File: src/rtl/mips_multicycle.sv
// Shared-memory multi-cycle MIPS subset core, one instruction in flight.
// Define MIPS_MC_JUMP_EN to add the j instruction (opcode 0x02).
`timescale 1ns/1ps
module mips_multicycle #(
    parameter logic [31:0] RESET_PC = 32'h0000_0000,
    parameter int          ADDR_W   = 32
) (
    input  logic              clock,
    input  logic              reset,
    output logic              mem_req,
    output logic              mem_we,
    output logic [ADDR_W-1:0] mem_addr,
    output logic [31:0]       mem_wdata,
    input  logic [31:0]       mem_rdata,
    input  logic              mem_ready,
    output logic [31:0]       pc,
    output logic [31:0]       ula_result,
    output logic [2:0]        state,
    output logic              trap
);
    typedef enum logic [2:0] {
        S_FETCH  = 3'd0,
        S_DECODE = 3'd1,
        S_EXEC   = 3'd2,
        S_MEM    = 3'd3,
        S_WB     = 3'd4,
        S_TRAP   = 3'd7
    } state_t;

    localparam logic [5:0] OP_R    = 6'h00;
    localparam logic [5:0] OP_J    = 6'h02;
    localparam logic [5:0] OP_BEQ  = 6'h04;
    localparam logic [5:0] OP_BNE  = 6'h05;
    localparam logic [5:0] OP_ADDI = 6'h08;
    localparam logic [5:0] OP_LW   = 6'h23;
    localparam logic [5:0] OP_SW   = 6'h2B;

    localparam logic [5:0] F_SLL = 6'h00;
    localparam logic [5:0] F_ADD = 6'h20;
    localparam logic [5:0] F_SUB = 6'h22;
    localparam logic [5:0] F_AND = 6'h24;
    localparam logic [5:0] F_OR  = 6'h25;
    localparam logic [5:0] F_SLT = 6'h2A;

`ifdef MIPS_MC_JUMP_EN
    localparam bit JUMP_EN = 1'b1;
`else
    localparam bit JUMP_EN = 1'b0;
`endif

    state_t      state_q, state_d;
    logic [31:0] pc_q, ir_q, a_q, b_q, alu_q, mdr_q;
    logic [31:0] rf_q [32];

    logic [5:0]  op, fn;
    logic [4:0]  rs, rt, rd, sh;
    logic [31:0] simm, addr_calc, exec_res, addr_full;
    logic        r_ok, op_ok, is_mem, is_br;

    assign op   = ir_q[31:26];
    assign rs   = ir_q[25:21];
    assign rt   = ir_q[20:16];
    assign rd   = ir_q[15:11];
    assign sh   = ir_q[10:6];
    assign fn   = ir_q[5:0];
    assign simm = {{16{ir_q[15]}}, ir_q[15:0]};

    assign addr_calc = a_q + simm;
    assign is_mem    = (op == OP_LW) || (op == OP_SW);
    assign is_br     = (op == OP_BEQ) || (op == OP_BNE);

    always_comb begin
        r_ok  = (op == OP_R) &&
                (fn inside {F_SLL, F_ADD, F_SUB, F_AND, F_OR, F_SLT});
        op_ok = r_ok || is_mem || is_br || (op == OP_ADDI) ||
                (JUMP_EN && (op == OP_J));
    end

    // Non-R opcodes reaching EXEC all want A + sign_ext(imm).
    always_comb begin
        exec_res = addr_calc;
        if (op == OP_R) begin
            case (fn)
                F_SUB:   exec_res = a_q - b_q;
                F_AND:   exec_res = a_q & b_q;
                F_OR:    exec_res = a_q | b_q;
                F_SLT:   exec_res = {31'b0, $signed(a_q) < $signed(b_q)};
                F_SLL:   exec_res = b_q << sh;
                default: exec_res = a_q + b_q;
            endcase
        end
    end

    always_ff @(posedge clock) begin
        if (reset) state_q <= S_FETCH;
        else       state_q <= state_d;
    end

    always_comb begin
        state_d   = state_q;
        mem_req   = 1'b0;
        mem_we    = 1'b0;
        addr_full = pc_q;
        unique case (state_q)
            S_FETCH: begin
                mem_req = 1'b1;
                if (mem_ready) state_d = S_DECODE;
            end
            S_DECODE: state_d = op_ok ? S_EXEC : S_TRAP;
            S_EXEC: begin
                if (is_mem)
                    state_d = (addr_calc[1:0] != 2'b00) ? S_TRAP : S_MEM;
                else if (is_br || op == OP_J)
                    state_d = S_FETCH;
                else
                    state_d = S_WB;
            end
            S_MEM: begin
                mem_req   = 1'b1;
                mem_we    = (op == OP_SW);
                addr_full = alu_q;
                if (mem_ready) state_d = (op == OP_SW) ? S_FETCH : S_WB;
            end
            S_WB:    state_d = S_FETCH;
            default: state_d = S_TRAP;
        endcase
    end

    logic [4:0]  wb_dst;
    logic [31:0] wb_val;
    assign wb_dst = (op == OP_R) ? rd : rt;
    assign wb_val = (op == OP_LW) ? mdr_q : alu_q;

    always_ff @(posedge clock) begin
        if (reset) begin
            pc_q  <= RESET_PC;
            ir_q  <= '0;
            a_q   <= '0;
            b_q   <= '0;
            alu_q <= '0;
            mdr_q <= '0;
            for (int i = 0; i < 32; i++) rf_q[i] <= '0;
        end else begin
            case (state_q)
                S_FETCH: if (mem_ready) begin
                    ir_q <= mem_rdata;
                    pc_q <= pc_q + 32'd4;
                end
                S_DECODE: begin
                    a_q   <= (rs == 5'd0) ? 32'd0 : rf_q[rs];
                    b_q   <= (rt == 5'd0) ? 32'd0 : rf_q[rt];
                    alu_q <= pc_q + {simm[29:0], 2'b00};
                end
                S_EXEC: begin
                    if (is_br) begin
                        if ((a_q == b_q) == (op == OP_BEQ)) pc_q <= alu_q;
                    end else if (op == OP_J) begin
                        pc_q <= {pc_q[31:28], ir_q[25:0], 2'b00};
                    end else begin
                        alu_q <= exec_res;
                    end
                end
                S_MEM: if (mem_ready && op == OP_LW) mdr_q <= mem_rdata;
                S_WB:  if (wb_dst != 5'd0) rf_q[wb_dst] <= wb_val;
                default: ;
            endcase
        end
    end

    assign mem_addr   = addr_full[ADDR_W-1:0];
    assign mem_wdata  = b_q;
    assign pc         = pc_q;
    assign ula_result = alu_q;
    assign state      = state_q;
    assign trap       = (state_q == S_TRAP);
endmodule

File: config.mk
export PLATFORM = sky130hd
export DESIGN_NAME = mips_multicycle
export DESIGN_NICKNAME = d
export VERILOG_FILES = /design/src/rtl/mips_multicycle.sv
export SDC_FILE = /design/constraint.sdc
export NUM_CORES = 2
export LEC_CHECK = 0
export CAP_MARGIN = 15
export CORE_MARGIN = 3
export CORE_UTILIZATION = 35
export CTS_CLUSTER_SIZE = 40
export DETAILED_ROUTE_END_ITERATION = 10
export SYNTH_ARGS = -nofsm -noshare
export SYNTH_HDL_FRONTEND = slang
export SYNTH_SLANG_ARGS = --single-unit
export TNS_END_PERCENT = 100
File: constraint.sdc
create_clock -name clock -period 4.74 [get_ports clock]
set_input_delay 0.474 -clock clock [delete_from_list [all_inputs] [get_ports clock]]
set_output_delay 0.474 -clock clock [all_outputs]
set_load 0.02 [all_outputs]
# [Word level (Yosys, flattened, before mapping)]
# Memories as Yosys holds them, arrays and structs flattened. A register that Yosys moved wholly into a read port is not among the register bits.
# Index checks and enable logic that the tools add are counted.
# Widths: inputs -> output; s select.
[classes] addsub=5 magnitude_cmp=1 n_eq_ne=26 shift=1 muxes=38 bitwise=2 n_reduce_logical=26
[ops] operator="$mux 32" count=11
[ops] operator="$pmux 32 s5" count=1
[ops] operator="$pmux 32 s2" count=2
[ops] operator="$add 32x32->32" count=3
[ops] operator="$eq 6x6->1 const B" count=7
[ops] operator="$add 32x3->32 const B" count=1
[ops] operator="$and 32x32->32" count=1
[ops] operator="$eq 32x32->1" count=1
[ops] operator="$lt 32x32->1" count=1
[ops] operator="$or 32x32->32" count=1
[ops] operator="$reduce_or 32->1" count=1
[ops] operator="$shl 32x5->32" count=1
[ops] operator="$sub 32x32->32" count=1
[ops] operator="$mux 5" count=6
[ops] operator="$mux 28" count=1
[ops] operator="$mux 3" count=7
[ops] operator="$pmux 3 s5" count=1
[ops] operator="$eq 6x3->1 const B" count=2
[ops] operator="$logic_not 6->1" count=2
[ops] operator="$ne 2x2->1 const B" count=6
[ops] operator="$logic_not 5->1" count=2
[ops] operator="$mux 1" count=9
[ops] operator="$reduce_and 4->1" count=2
[ops] operator="$eq 3x2->1 const B" count=2
[ops] operator="other kinds (15)" count=27
[totals] ff_bits=195 ram_bits=1024 in_bits=35 word_cells=108 mem_count=1
[mem_list] name="rf_q" words=32 width=32 read_ports=2 rd_clocked_by_memory_dff=2 write_ports=32 line="53" rtl="logic [31:0] rf_q [32];"

# [Longest topological paths before layout]
[depth] depth_word=9 mapped_depth=15

# [Worst setup path after synthesis]
# No wires, ideal clock.
[synth_path] kind="reg-to-reg" start="reg b_q[1], in the netlist mem_wdata[1]" end="reg alu_q[23], in the netlist ula_result[23]" setup_ps=103 arrival_ps=3510 setup_slack_ps=1126 path_stages_with_launch=13 path_buffers=0 period_less_slack_ps=3614 path_cell_list="dfxtp_1 inv_1 ha_1 nor3_2 o31a_1 or4b_4 a21oi_4 a21boi_2 a221oi_4 o31ai_2 a221o_1 a221o_1 a2111oi_2"
[synth_between] elab_chain_cells=6 elab_cells_between_ends=8 cone_classes="2 x add/sub; 1 x shift; 5 x mux"
[synth_lines] element="from (decl)" line="52" rtl="logic [31:0] pc_q, ir_q, a_q, b_q, alu_q, mdr_q;"
[synth_lines] element="from (signal assigned)" line="151" rtl="b_q <= (rt == 5'd0) ? 32'd0 : rf_q[rt];"
[synth_lines] element="$add 32x32->32, or another cell as far along" line="89" rtl="default: exec_res = a_q + b_q;"
[synth_lines] element="$pmux 32 s5 *" line="83" rtl="case (fn)"
[synth_lines] element="$mux 32 *" line="82" rtl="if (op == OP_R) begin"
[synth_lines] element="$mux 32 *" line="157" rtl="end else if (op == OP_J) begin"
[synth_lines] element="$mux 32 *" line="155" rtl="if (is_br) begin"
[synth_lines] element="$pmux 32 s2 *" line="144" rtl="case (state_q)"
[synth_lines] element="to (signal assigned)" line="152" rtl="alu_q <= pc_q + {simm[29:0], 2'b00};"
[synth_lines] element="to (signal assigned)" line="160" rtl="alu_q <= exec_res;"
[synth_lines] element="to (decl)" line="52"
# Every way passes the cells marked *; elsewhere a longest branch is shown, timed or not. The select of a mux whose other input is x is not followed.
# A chain may end at the register's enable or synchronous reset.

# [Final worst setup path]
[layout_path] start="reg a_q[7]" end="reg pc_q[12], in the netlist pc[12]"
[layout_between] elab_chain_cells=4
[layout_lines] element="from (decl)" line="52"
[layout_lines] element="from (signal assigned)" line="150" rtl="a_q <= (rs == 5'd0) ? 32'd0 : rf_q[rs];"
[layout_lines] element="$eq 32x32->1" line="156" rtl="if ((a_q == b_q) == (op == OP_BEQ)) pc_q <= alu_q;"
[layout_lines] element="$eq 1x1->1" line="156"
[layout_lines] element="$ne 3x3->1 (no line)"
[layout_lines] element="$reduce_and 4->1 (no line)"
[layout_lines] element="to (signal assigned)" line="147" rtl="pc_q <= pc_q + 32'd4;"
[layout_lines] element="to (signal assigned)" line="156"
[layout_lines] element="to (signal assigned)" line="158" rtl="pc_q <= {pc_q[31:28], ir_q[25:0], 2'b00};"
[layout_lines] element="to (decl)" line="52"
# Every way passes these cells.

==> reports/metrics.csv <==
stage,metric,value,unit
placement,routabilityCongestion,0.9789,
clocking,clk_latency,0.81,ns
setup_path,cp.required,5.42,ns
floorplan,core,200100,um^2
power,p_per_area,394.1,nW/um^2
logic_synthesis,synth_adder_area_share,0.02900,
placement,postPlaceCellArea,76880,um^2
cells_and_area,area_delta_synth_final,15.54,%
setup_path,path_max_fanout,18,
route,first_iter_violations,7787,
logic_synthesis,synth_edf_count,1024,
logic_synthesis,synthCells,5821,
sta,hold_violations,0,
logic_synthesis,synth_compound_area_frac,0.08250,
logic_synthesis,synth-seq-cells,1229,
route,via_per_inst,6.136,
route,firstDrtPassIters,6,
placement,pre_cts_slack,0.5423,ns
logic_synthesis,yosysSeqAreaShare,0.4945,
clocking,root_buffer,clkbuf_16,
floorplan,die_w,454.8,um
logic_synthesis,synthDistinctLibCells,86,
setup_path,worstPathArrival,5.12,ns
global_routing,antenna_found_initial,20,
logic_synthesis,syn-cell-area,70490,um^2
logic_synthesis,yosys.area.top_type,edfxtp_1,
clocking,tritoncts,yes,
global_routing,grt_pass1_vias,52130,
global_routing,grt_max_degree,79,
global_routing,track_usage,0.2597,
logic_synthesis,yosys.area_share.xor_xnor,0.006710,
sta,period_share,0.9376,
run,cap_violations,0,
logic_synthesis,synth_ff_type,edfxtp_1,
sta,max_freq,225.0,MHz
placement,dp_hpwl,186100,um
route,ant_nets,0,
cells_and_area,fill_cells,18670,
route,vias,53310,
floorplan,start_util,0.3523,
power,p_leak,26.54,nW
hold_path,hold_path_class,input pin to flop,
floorplan,die-height,454.8,um
logic_synthesis,synth_most_common_cell,nor2_1,
clocking,cts_hold_buffers,0,
logic_synthesis,ys_top_cells_by_area,"edfxtp_1 44%, mux4_2 21%, nor2_1 7.0%, dfxtp_1 5.8%, ha_1 2.8%",
setup_path,path_class,flop to flop,
logic_synthesis,yosysTopAreaCellShare,0.4362,
clocking,cts.repair.resized,0,
global_routing,grt_pass1_wl,385700,um
cells_and_area,fin_area,81450,um^2
floorplan,rows,164,
logic_synthesis,muxShareOfSynthArea,0.2373,
cells_and_area,drive_above_1_share,0.2201,
logic_synthesis,async_flop_share,0,
cells_and_area,nNetsFinal,6112,
sta,fin_crit,4.444,ns
sta,final_max_slew_viol_count,0,
power,vdd_drop_max,0.4062,mV
logic_synthesis,ys_warn_count,0,
route,drcViolationCount,0,
global_routing,grt.overflow.total,0,
clocking,cts_buffers,135,
floorplan,dieArea,206800,um^2
setup_path,worstSetupEndpointType,flop,
sta,worst_pin_slew,1.366,ns
cells_and_area,final_cells,8688,
sta,tns,0,ns
logic_synthesis,avgSynthCellArea,12.11,um^2
setup_path,start_kind,flop,
route,wl,272500,um
sta,setup_viol,0,
route,routedWlPerCell,31.36,um
placement,portBuffers,168,
sta,maxSlewHeadroom,0.08060,
clocking,clock_sinks,1229,
floorplan,io_pins,169,
clocking,cts_max_level,4,
clocking,cts_buffer_depth,3,
clocking,cts_setup_buffers,0,
sta,finalClockSkew,0.05057,ns
run_status,status,finished clean,
sta,layout_setup_ws,0.2957,ns
clocking,path_clk_slew,0.06,ns
logic_synthesis,synthSimpleGateAreaFrac,0.1154,
sta,rsz0062_at_grt,false,
logic_synthesis,ys_top_cells_by_count,"1,323 x nor2_1, 1,024 x edfxtp_1, 658 x mux4_2",
logic_synthesis,synth_top_family_by_area,multiplexers,
placement,dp.cells,8430,
## report_power, final
| part | leakage, nW | switching, W | internal (W) | total (W) |
|---|---|---|---|---|
| Sequential | 12.2 | 0.000747 | 0.0121 | 0.0129 |
| Clock | 2.15 | 0.00471 | 0.00609 | 0.0108 |
| Combinational | 12.2 | 0.00523 | 0.00318 | 0.00841 |
## logic make-up (layout without fill, tap and decap cells)
family          after synthesis  after routing
simple gates               1979           1979
flops                      1229           1229
compound gates              917            917
mux                         842            842
buf+inv                     638            810
fa+ha+maj                   161            161
xor+xnor                     54             54
other cells                   1             40
## flip-flops by register name, indices dropped and copies added (netlist names), named ones only
| signal | count |
|---|---|
| rf_q | 1024 |
| a_q | 32 |
| ir_q | 32 |
| mdr_q | 32 |
| mem_wdata | 32 |
| pc | 32 |
| ula_result | 32 |
| state | 3 |
## placed cells by master, fill, tap and decap left out, types with 58 or more instances in the layout
| master | Yosys | final |
|---|---|---|
| ha_1 | 157 | 157 |
| nand2_1 | 351 | 320 |
| a21oi_1 | 330 | 329 |
| clkbuf_16 | 0 | 136 |
| edfxtp_1 | 1024 | 1024 |
| nor2_1 | 1323 | 1321 |
| nor3_1 | 59 | 58 |
| buf_4 | 6 | 225 |
| mux4_2 | 658 | 658 |
| clkdlybuf4s50_1 | 0 | 167 |
| dfxtp_1 | 205 | 190 |
| o21ai_0 | 174 | 174 |
| inv_1 | 121 | 121 |
| mux2i_1 | 134 | 102 |
## metal layers
| layer | track usage | wire, um | up-vias |
|---|---|---|---|
| li1 | - | - | 22180 |
| met1 | 0.3355 | 103300 | 27270 |
| met2 | 0.4236 | 129500 | 3214 |
| met3 | 0.05341 | 26680 | 640 |
| met4 | 0.1129 | 12970 | 6 |
| met5 | 0 | 36 | - |
## cell type report
cell class | count | area, um^2 | share of cell area
clock inverter | 77 | 898.4 | 0.01103
clock buffer | 168 | 3543 | 0.04351
tap | 2656 | 3323 | 0.04080
timing repair buffer | 443 | 4377 | 0.05374
inverter | 122 | 457.9 | 0.005623
antenna | 8 | 20.02 | 0.0002458
sequential | 1229 | 34890 | 0.4284
multi-input combinational | 3985 | 33930 | 0.4166
## critical path, cell delays in order, from the launching register on
cell and delay [ns]:
dfxtp_1 0.52, inv_1 0.09, ha_1 0.42, nor4_1 1.13, and4b_1 0.31, nor4bb_1 0.21, buf_4 0.16, xor2_1 0.09
o21ai_0 0.41, nand2_1 0.18, nand2_1 0.15, buf_4 0.14, buf_4 0.22, a21oi_1 0.09, a211oi_1 0.20
## through the flow
stage | hold WS (ns) | total power (W) | util
after floorplan | 0.4357 | 0.01771 | -
after global placement | 0.4748 | 0.02122 | 0.3839
after global routing | 0.1776 | 0.03306 | 0.4071
after CTS | 0.1440 | 0.03202 | 0.4065
final | 0.1783 | 0.03210 | 0.4071
after detailed placement | 0.4810 | 0.02130 | 0.3843
## worst paths after layout
| path | to | from | cells after the start | slack (ns) |
|---|---|---|---|---|
| min | a_q[31] | reset | 2 | 0.18 |
| max | pc[12] | a_q[7] | 14 | 0.30 |
| max reg2reg | pc[12] | a_q[7] | 14 | 0.30 |
| min reg2reg | mdr_q[25] | mdr_q[25] | 2 | 0.49 |
No activity file was read; power rests on OpenSTA's default activity.
